File: src/rtl/inst_receiver_pkg.sv
// Shared AXI constants and FSM state types for the instruction receiver.
package inst_receiver_pkg;

   localparam logic [1:0] BURST_FIXED = 2'b00;
   localparam logic [1:0] BURST_INCR  = 2'b01;
   localparam logic [1:0] BURST_WRAP  = 2'b10;
   localparam logic [1:0] RESP_OKAY   = 2'b00;

   typedef enum logic [1:0] {W_IDLE, W_DATA, W_RESP} w_state_t;
   typedef enum logic       {R_IDLE, R_DATA}         r_state_t;

   // FIXED bursts keep hammering one word; INCR and WRAP both step modulo the buffer depth.
   function automatic logic burst_steps(input logic [1:0] burst);
      return burst != BURST_FIXED;
   endfunction

endpackage

File: src/rtl/inst_receiver_axi_wr.sv
// AXI write channel: AW/W/B FSM plus burst word-index generator; one beat per cycle, one cycle AW->W turnaround.
// Backpressure: AWREADY only in idle, WREADY only while the burst is open, waits on BREADY before the next burst.
module inst_receiver_axi_wr
   import inst_receiver_pkg::*;
#(
   parameter int ADDR_WIDTH = 64,
   parameter int ID_WIDTH   = 4,
   parameter int DATA_WIDTH = 64,
   parameter int IW         = 4
) (
   input  logic                  clk,
   input  logic                  rst,
   input  logic [ADDR_WIDTH-1:0] awaddr,
   input  logic [ID_WIDTH-1:0]   awid,
   input  logic [7:0]            awlen,
   input  logic [1:0]            awburst,
   input  logic                  awvalid,
   output logic                  awready,
   input  logic                  wvalid,
   output logic                  wready,
   output logic [ID_WIDTH-1:0]   bid,
   output logic [1:0]            bresp,
   output logic                  bvalid,
   input  logic                  bready,
   output logic                  wr_en,
   output logic [IW-1:0]         wr_index
);

   localparam int OFFS = $clog2(DATA_WIDTH / 8);

   w_state_t   state;
   logic [7:0] len;
   logic [7:0] cnt;
   logic [1:0] burst;

   assign wr_en = wvalid && wready;
   assign bresp = RESP_OKAY;

   always_ff @(posedge clk or negedge rst) begin
      if (!rst) begin
         state    <= W_IDLE;
         awready  <= 1'b0;
         wready   <= 1'b0;
         bvalid   <= 1'b0;
         bid      <= '0;
         wr_index <= '0;
         len      <= '0;
         cnt      <= '0;
         burst    <= BURST_FIXED;
      end else begin
         case (state)
            W_IDLE: begin
               awready <= 1'b1;
               if (awvalid && awready) begin
                  wr_index <= awaddr[OFFS +: IW];
                  bid      <= awid;
                  len      <= awlen;
                  cnt      <= '0;
                  burst    <= awburst;
                  awready  <= 1'b0;
                  wready   <= 1'b1;
                  state    <= W_DATA;
               end
            end
            W_DATA: begin
               // Beat count alone closes the burst; WLAST is not trusted.
               if (wvalid && wready) begin
                  if (burst_steps(burst))
                     wr_index <= wr_index + 1'b1;
                  cnt <= cnt + 1'b1;
                  if (cnt == len) begin
                     wready <= 1'b0;
                     bvalid <= 1'b1;
                     state  <= W_RESP;
                  end
               end
            end
            W_RESP: begin
               if (bready) begin
                  bvalid  <= 1'b0;
                  awready <= 1'b1;
                  state   <= W_IDLE;
               end
            end
            default: state <= W_IDLE;
         endcase
      end
   end

   logic unused_addr;
   assign unused_addr = ^{awaddr[ADDR_WIDTH-1:OFFS+IW], awaddr[OFFS-1:0]};

endmodule

File: src/rtl/inst_receiver.sv
// AXI4 slave feeding a circular instruction buffer to the core and returning core results to the host.
// Latency: written word visible next cycle; one instruction per cycle on next; reads stall only on RREADY.
module inst_receiver
   import inst_receiver_pkg::*;
#(
   parameter int  INSTRUCTION_DEPTH = 16,
   parameter int  DATA_WIDTH        = 64,
   parameter int  ADDR_WIDTH        = 64,
   parameter int  ID_WIDTH          = 4,
   localparam int IW                = $clog2(INSTRUCTION_DEPTH),
   localparam int STRB_WIDTH        = DATA_WIDTH / 8
) (
   input  logic                  clk,
   input  logic                  rst,
   input  logic [ADDR_WIDTH-1:0] S_AXI_AWADDR,
   input  logic [ID_WIDTH-1:0]   S_AXI_AWID,
   input  logic [7:0]            S_AXI_AWLEN,
   input  logic [2:0]            S_AXI_AWSIZE,
   input  logic [1:0]            S_AXI_AWBURST,
   input  logic                  S_AXI_AWVALID,
   output logic                  S_AXI_AWREADY,
   input  logic [DATA_WIDTH-1:0] S_AXI_WDATA,
   input  logic [STRB_WIDTH-1:0] S_AXI_WSTRB,
   input  logic                  S_AXI_WLAST,
   input  logic                  S_AXI_WVALID,
   output logic                  S_AXI_WREADY,
   output logic [ID_WIDTH-1:0]   S_AXI_BID,
   output logic [1:0]            S_AXI_BRESP,
   output logic                  S_AXI_BVALID,
   input  logic                  S_AXI_BREADY,
   input  logic [ADDR_WIDTH-1:0] S_AXI_ARADDR,
   input  logic [ID_WIDTH-1:0]   S_AXI_ARID,
   input  logic [7:0]            S_AXI_ARLEN,
   input  logic [2:0]            S_AXI_ARSIZE,
   input  logic [1:0]            S_AXI_ARBURST,
   input  logic                  S_AXI_ARVALID,
   output logic                  S_AXI_ARREADY,
   output logic [ID_WIDTH-1:0]   S_AXI_RID,
   output logic [DATA_WIDTH-1:0] S_AXI_RDATA,
   output logic [1:0]            S_AXI_RRESP,
   output logic                  S_AXI_RLAST,
   output logic                  S_AXI_RVALID,
   input  logic                  S_AXI_RREADY,
   output logic [DATA_WIDTH-1:0] instruction,
   output logic [IW-1:0]         instruction_id,
   output logic                  instruction_valid,
   input  logic                  instruction_next,
   input  logic [DATA_WIDTH-1:0] data,
   input  logic [IW-1:0]         data_id,
   input  logic                  data_valid
);

   localparam int OFFS = $clog2(STRB_WIDTH);

   logic                          wr_en;
   logic [IW-1:0]                 wr_index;
   logic [DATA_WIDTH-1:0]         instr_mem  [INSTRUCTION_DEPTH];
   logic [DATA_WIDTH-1:0]         result_mem [INSTRUCTION_DEPTH];
   logic [INSTRUCTION_DEPTH-1:0]  pending;
   logic [IW-1:0]                 head;
   logic                          consume;

   inst_receiver_axi_wr #(
      .ADDR_WIDTH (ADDR_WIDTH),
      .ID_WIDTH   (ID_WIDTH),
      .DATA_WIDTH (DATA_WIDTH),
      .IW         (IW)
   ) u_axi_wr (
      .clk      (clk),
      .rst      (rst),
      .awaddr   (S_AXI_AWADDR),
      .awid     (S_AXI_AWID),
      .awlen    (S_AXI_AWLEN),
      .awburst  (S_AXI_AWBURST),
      .awvalid  (S_AXI_AWVALID),
      .awready  (S_AXI_AWREADY),
      .wvalid   (S_AXI_WVALID),
      .wready   (S_AXI_WREADY),
      .bid      (S_AXI_BID),
      .bresp    (S_AXI_BRESP),
      .bvalid   (S_AXI_BVALID),
      .bready   (S_AXI_BREADY),
      .wr_en    (wr_en),
      .wr_index (wr_index)
   );

   assign consume           = pending[head] && instruction_next;
   assign instruction_valid = pending[head];
   assign instruction_id    = head;
   assign instruction       = pending[head] ? instr_mem[head] : '0;

   // The write is ordered after the consume so a same-cycle write to the head leaves it pending.
   always_ff @(posedge clk or negedge rst) begin
      if (!rst) begin
         for (int i = 0; i < INSTRUCTION_DEPTH; i++)
            instr_mem[i] <= '0;
         pending <= '0;
         head    <= '0;
      end else begin
         if (consume) begin
            pending[head] <= 1'b0;
            head          <= head + 1'b1;
         end
         if (wr_en) begin
            pending[wr_index] <= 1'b1;
            for (int b = 0; b < STRB_WIDTH; b++)
               if (S_AXI_WSTRB[b])
                  instr_mem[wr_index][b*8 +: 8] <= S_AXI_WDATA[b*8 +: 8];
         end
      end
   end

   always_ff @(posedge clk or negedge rst) begin
      if (!rst) begin
         for (int i = 0; i < INSTRUCTION_DEPTH; i++)
            result_mem[i] <= '0;
      end else if (data_valid) begin
         result_mem[data_id] <= data;
      end
   end

   r_state_t      r_state;
   logic [IW-1:0] ridx;
   logic [7:0]    rlen;
   logic [7:0]    rcnt;
   logic [1:0]    rburst;

   // RDATA reads the result buffer live so a core update shows on the very next cycle.
   assign S_AXI_RDATA = S_AXI_RVALID ? result_mem[ridx] : '0;
   assign S_AXI_RLAST = S_AXI_RVALID && (rcnt == rlen);
   assign S_AXI_RRESP = RESP_OKAY;

   always_ff @(posedge clk or negedge rst) begin
      if (!rst) begin
         r_state       <= R_IDLE;
         S_AXI_ARREADY <= 1'b0;
         S_AXI_RVALID  <= 1'b0;
         S_AXI_RID     <= '0;
         ridx          <= '0;
         rlen          <= '0;
         rcnt          <= '0;
         rburst        <= BURST_FIXED;
      end else begin
         case (r_state)
            R_IDLE: begin
               S_AXI_ARREADY <= 1'b1;
               if (S_AXI_ARVALID && S_AXI_ARREADY) begin
                  ridx          <= S_AXI_ARADDR[OFFS +: IW];
                  S_AXI_RID     <= S_AXI_ARID;
                  rlen          <= S_AXI_ARLEN;
                  rcnt          <= '0;
                  rburst        <= S_AXI_ARBURST;
                  S_AXI_ARREADY <= 1'b0;
                  S_AXI_RVALID  <= 1'b1;
                  r_state       <= R_DATA;
               end
            end
            R_DATA: begin
               if (S_AXI_RREADY) begin
                  if (rcnt == rlen) begin
                     S_AXI_RVALID  <= 1'b0;
                     S_AXI_ARREADY <= 1'b1;
                     r_state       <= R_IDLE;
                  end else begin
                     rcnt <= rcnt + 1'b1;
                     if (burst_steps(rburst))
                        ridx <= ridx + 1'b1;
                  end
               end
            end
            default: r_state <= R_IDLE;
         endcase
      end
   end

   logic unused_top;
   assign unused_top = ^{S_AXI_AWSIZE, S_AXI_WLAST, S_AXI_ARSIZE,
                         S_AXI_ARADDR[ADDR_WIDTH-1:OFFS+IW], S_AXI_ARADDR[OFFS-1:0]};

endmodule

File: config.mk
export PLATFORM = sky130hd
export DESIGN_NAME = inst_receiver
export DESIGN_NICKNAME = d
export VERILOG_FILES = /design/src/rtl/inst_receiver_pkg.sv /design/src/rtl/inst_receiver_axi_wr.sv /design/src/rtl/inst_receiver.sv
export SDC_FILE = /design/constraint.sdc
export NUM_CORES = 2
export LEC_CHECK = 0
export ABC_CLOCK_PERIOD_IN_PS = 3200
export CORE_MARGIN = 2
export CORE_UTILIZATION = 25
export DETAILED_ROUTE_END_ITERATION = 8
export GPL_TIMING_DRIVEN = 0
export MAX_ROUTING_LAYER = met4
export PLACE_DENSITY = 0.51
export SLEW_MARGIN = 30
export SYNTH_ARGS = -nofsm -noshare
export SYNTH_HDL_FRONTEND = slang
export SYNTH_HIERARCHICAL = 1
export SYNTH_SLANG_ARGS = --single-unit
File: constraint.sdc
create_clock -name clk -period 3.2 [get_ports clk]
set_clock_uncertainty 0.1 [all_clocks]
set_input_delay 0.96 -clock clk [delete_from_list [all_inputs] [get_ports clk]]
set_output_delay 0.96 -clock clk [all_outputs]
set_load 0.005 [all_outputs]
==> results.txt <==
PortBufs: 320
RR Startpoint: u_axi_wr/wready
Power Density: 984.9 nW/um^2
setup_tns: -162.41 ns
max-cap violations: 0
final instance area: 122300 sq um
Mapped Area: 96160 sq um
vias: 57334
CTS tree: done
r2r worst-path depth: 8
vias in the first global route: 60251
core footprint: 382600 sq um
Yosys cell types: 59
number of iterations in the first detailed-routing pass: 6
DP Worst Slack: -2.044 ns
critical path data required time: 2.14 ns
layout cell share with drive strength beyond 1: 57.88%
ys flop type: dfrtp_1
WL/cell: 26.06 um
DRT iter0 DRCs: 3590
crit end category: primary output
slowest CP cell: mux4_2
startpoint class of the critical path: register
total CTS buffers: 244
Post-synth EDFFs: 0
synth-to-layout area growth: 27.21%
Syn Area/Cell: 16.43 sq um
multiplexer share of the synthesized area: 39.32%
Die H: 624.2 um
via/cell ratio: 4.735
register area share after synthesis: 55.38%
antenna viol nets, final: 0
setup violators final: 130
RSZ-0062 raised after global routing: true
CP top delay family: buffers and inverters
Initial Utilization: 25.13%
crit path DAT: 3.55 ns
slew margin rel.: 32.43%
global route overflow: 0
cell mode on critical path: buf_12
initial antenna violation count: 69
Crit Reg-Reg Endpoint: instr_mem[1016]
largest net degree at the start of global routing: 134
Synth async-reset ratio: 100.0%
fillers: 37159
Worst Path Buf+Inv: 8
largest family of logic cells by synthesized area: multiplexers
Post-Synth Simple-Gate Area: 2.411%
Synthesis Warnings: 6
Post-Synth Adder-Cell Area: 0.1041%
clock buffer depth: 4
status: finished with violations
Lkg Pwr: 53.57 nW
Peak Freq: 216.9 MHz
Clock Latency Late Sink: 0.92 ns
DP Wirelength: 214000 um
num rows: 227
peak fanout along the critical path: 6
failing checks: setup timing
Die W: 624.2 um
worst path cell trace: buf_6, buf_12, buf_12, buf_16, buf_12, buf_12, buf_4, mux4_2, mux4_2, and2_4, clkbuf_2
I/O pin total: 463
fin crit share: 144.1%
endpoints failing hold: 0
reg-to-reg slack, setup: 0.27 ns
buffer type at the clock tree root: clkbuf_16
slowest stage delay, CP: 0.49 ns
final net count: 7158
H-tree depth: 4
RePlAce Congestion: 0.7792
Gate Count Post-Synth: 5853
Post-Route WL: 315500 um
Hold WC Path Type: in2async
clock sinks: 2128
CTS clk-pin slew, worst paths: 0.06 ns
register bit total from synthesis: 2128
min setup slack post-route: -1.411 ns
worst vdd ir: 0.0006227 V
CP Class: reg2out
Placement Cell Area: 107700 sq um
Die ar.: 389600 sq um
Worst Max-Slew Pin Slew: 1.014 ns
Final min period: 4.611 ns
Post-Synth XOR/XNOR Area: 0.1822%
first-pass GRT wire length: 440900 um
final slew viol count: 0
Compound-Gate Fraction of Synth Area: 0.6076%
DRC: 0
Total GRT Usage: 15.92%
-- per-stage QoR --
stage / utilization [%] / cells / power (mW) / hold WS (ns)
finish: 31.98 / 12108 / 120.5 / 0.01915
global route: 31.97 / 12101 / 126.0 / 0.03976
CTS: 30.72 / 11757 / 114.5 / -0.1299
detailed placement: 28.15 / 11287 / 82.29 / 0.3661
global placement: 27.62 / 11213 / 79.99 / 0.3599
floorplan: - / 5855 / 63.67 / 0.3464
-- how the worst max path moves through the flow --
stage | startpoint | to | slack [ns] | depth (start not counted)
global route | ridx[0] | S_AXI_RDATA[46] | -1.50 | 11
detailed placement | instruction_id[0] | instruction[5] | -2.04 | 9
floorplan | instruction_id[0] | instruction[0] | 0.03 | 6
CTS | instruction_id[0] | instruction[61] | -1.69 | 7
global placement | rst | result_mem[300] | -94.35 | 1
finish | ridx[0] | S_AXI_RDATA[46] | -1.41 | 11
-- sequential cells by signal (all words and copies together), names as in the netlist, 2 cells and up --
| signal | count |
|---|---|
| instr_mem | 1024 |
| result_mem | 1024 |
| pending | 16 |
| rcnt | 8 |
| rlen | 8 |
| u_axi_wr/cnt | 8 |
| u_axi_wr/len | 8 |
| S_AXI_RID | 4 |
| instruction_id | 4 |
| ridx | 4 |
| u_axi_wr/bid | 4 |
| u_axi_wr/wr_index | 4 |
| rburst | 2 |
| u_axi_wr/burst | 2 |
| u_axi_wr/state | 2 |
-- layer usage --
metal  vias to the layer above  GRT usage [%]  routed length, um
met2                      1524          26.31             155400
li1                      23984              -                  -
met5                         -              -                  0
met3                       529          2.974              17230
met4                         0          5.294              12130
met1                     31297          19.58             130700
-- synthesized netlist by cell type (17+ instances only) --
cell type  count  share of area, %
clkbuf_1     253              0.99
nand2_2       32              0.21
buf_2        141              0.73
a21oi_1       20              0.10
and2_1        67              0.44
mux4_2       644                15
a21o_1        17              0.13
dfrtp_1     2128                55
buf_1         23             0.090
nand2_1      169              0.66
mux2_1        21              0.25
nor2b_1       67              0.44
nor2_1        42              0.16
mux2_2      2043                24
-- power by group --
part           switching, mW  total, mW  internal (mW)
logic                   22.0       50.7           28.7
clock network           12.0       29.8           17.8
registers               4.38       40.0           35.6
-- worst reg2reg max path, cell delays in order, from the launching register on --
cell and delay (ns):
dfrtp_1 0.42, and2_1 0.33, or3b_1 0.39, clkbuf_1 0.25, nor3_4 0.44, buf_8 0.22, buf_8 0.16, nand2_2 0.17
mux2_2 0.33
-- kinds of logic after synthesis --
logic type / Yosys count
compound gates: 87
xor+xnor: 20
fa+ha+maj: 8
buf+inv: 448
flops: 2128
mux: 2714
other cells: 2
simple gates: 446
-- repair_timing --
item | CTS | global route
gates resized for setup | 371 | 761
pin swaps | 3 | 18
buffers inserted | 20 | 291
hold endpoints to repair | 119 | 66
setup endpoints to repair | 392 | 620
gates cloned | 1 | 29
-- cell type report --
cell class	instances	area [sq um]	area share [%]
multi-input cells	3279	41800	34.17
plain buffers	430	3341	2.731
clock buffers	344	7143	5.839
repair buffers	739	8950	7.316
clock inverters	106	1403	1.147
inverters	16	63.81	0.05216
well taps	5038	6304	5.153
flip-flops and latches	2128	53260	43.54
diodes	28	70.07	0.05728
-- layout by cell type (no fill, tap or decap), drive strengths merged, types with 17 or more instances in the layout --
cell type      synthesis  layout
mux4                 644     644
and2                  67      67
a21o                  17      17
clkinv                 0      58
bufinv                 0      29
clkdlybuf4s50          0     189
a21oi                 20      20
mux2                2064    2064
buf                  179     615
diode                  0      28
dfrtp               2128    2128
clkbuf               253     697
nor2b                 67      67
nor2                  45      45
inv                   16      26
nand2                201     201
(Power assumes the default switching activity.)
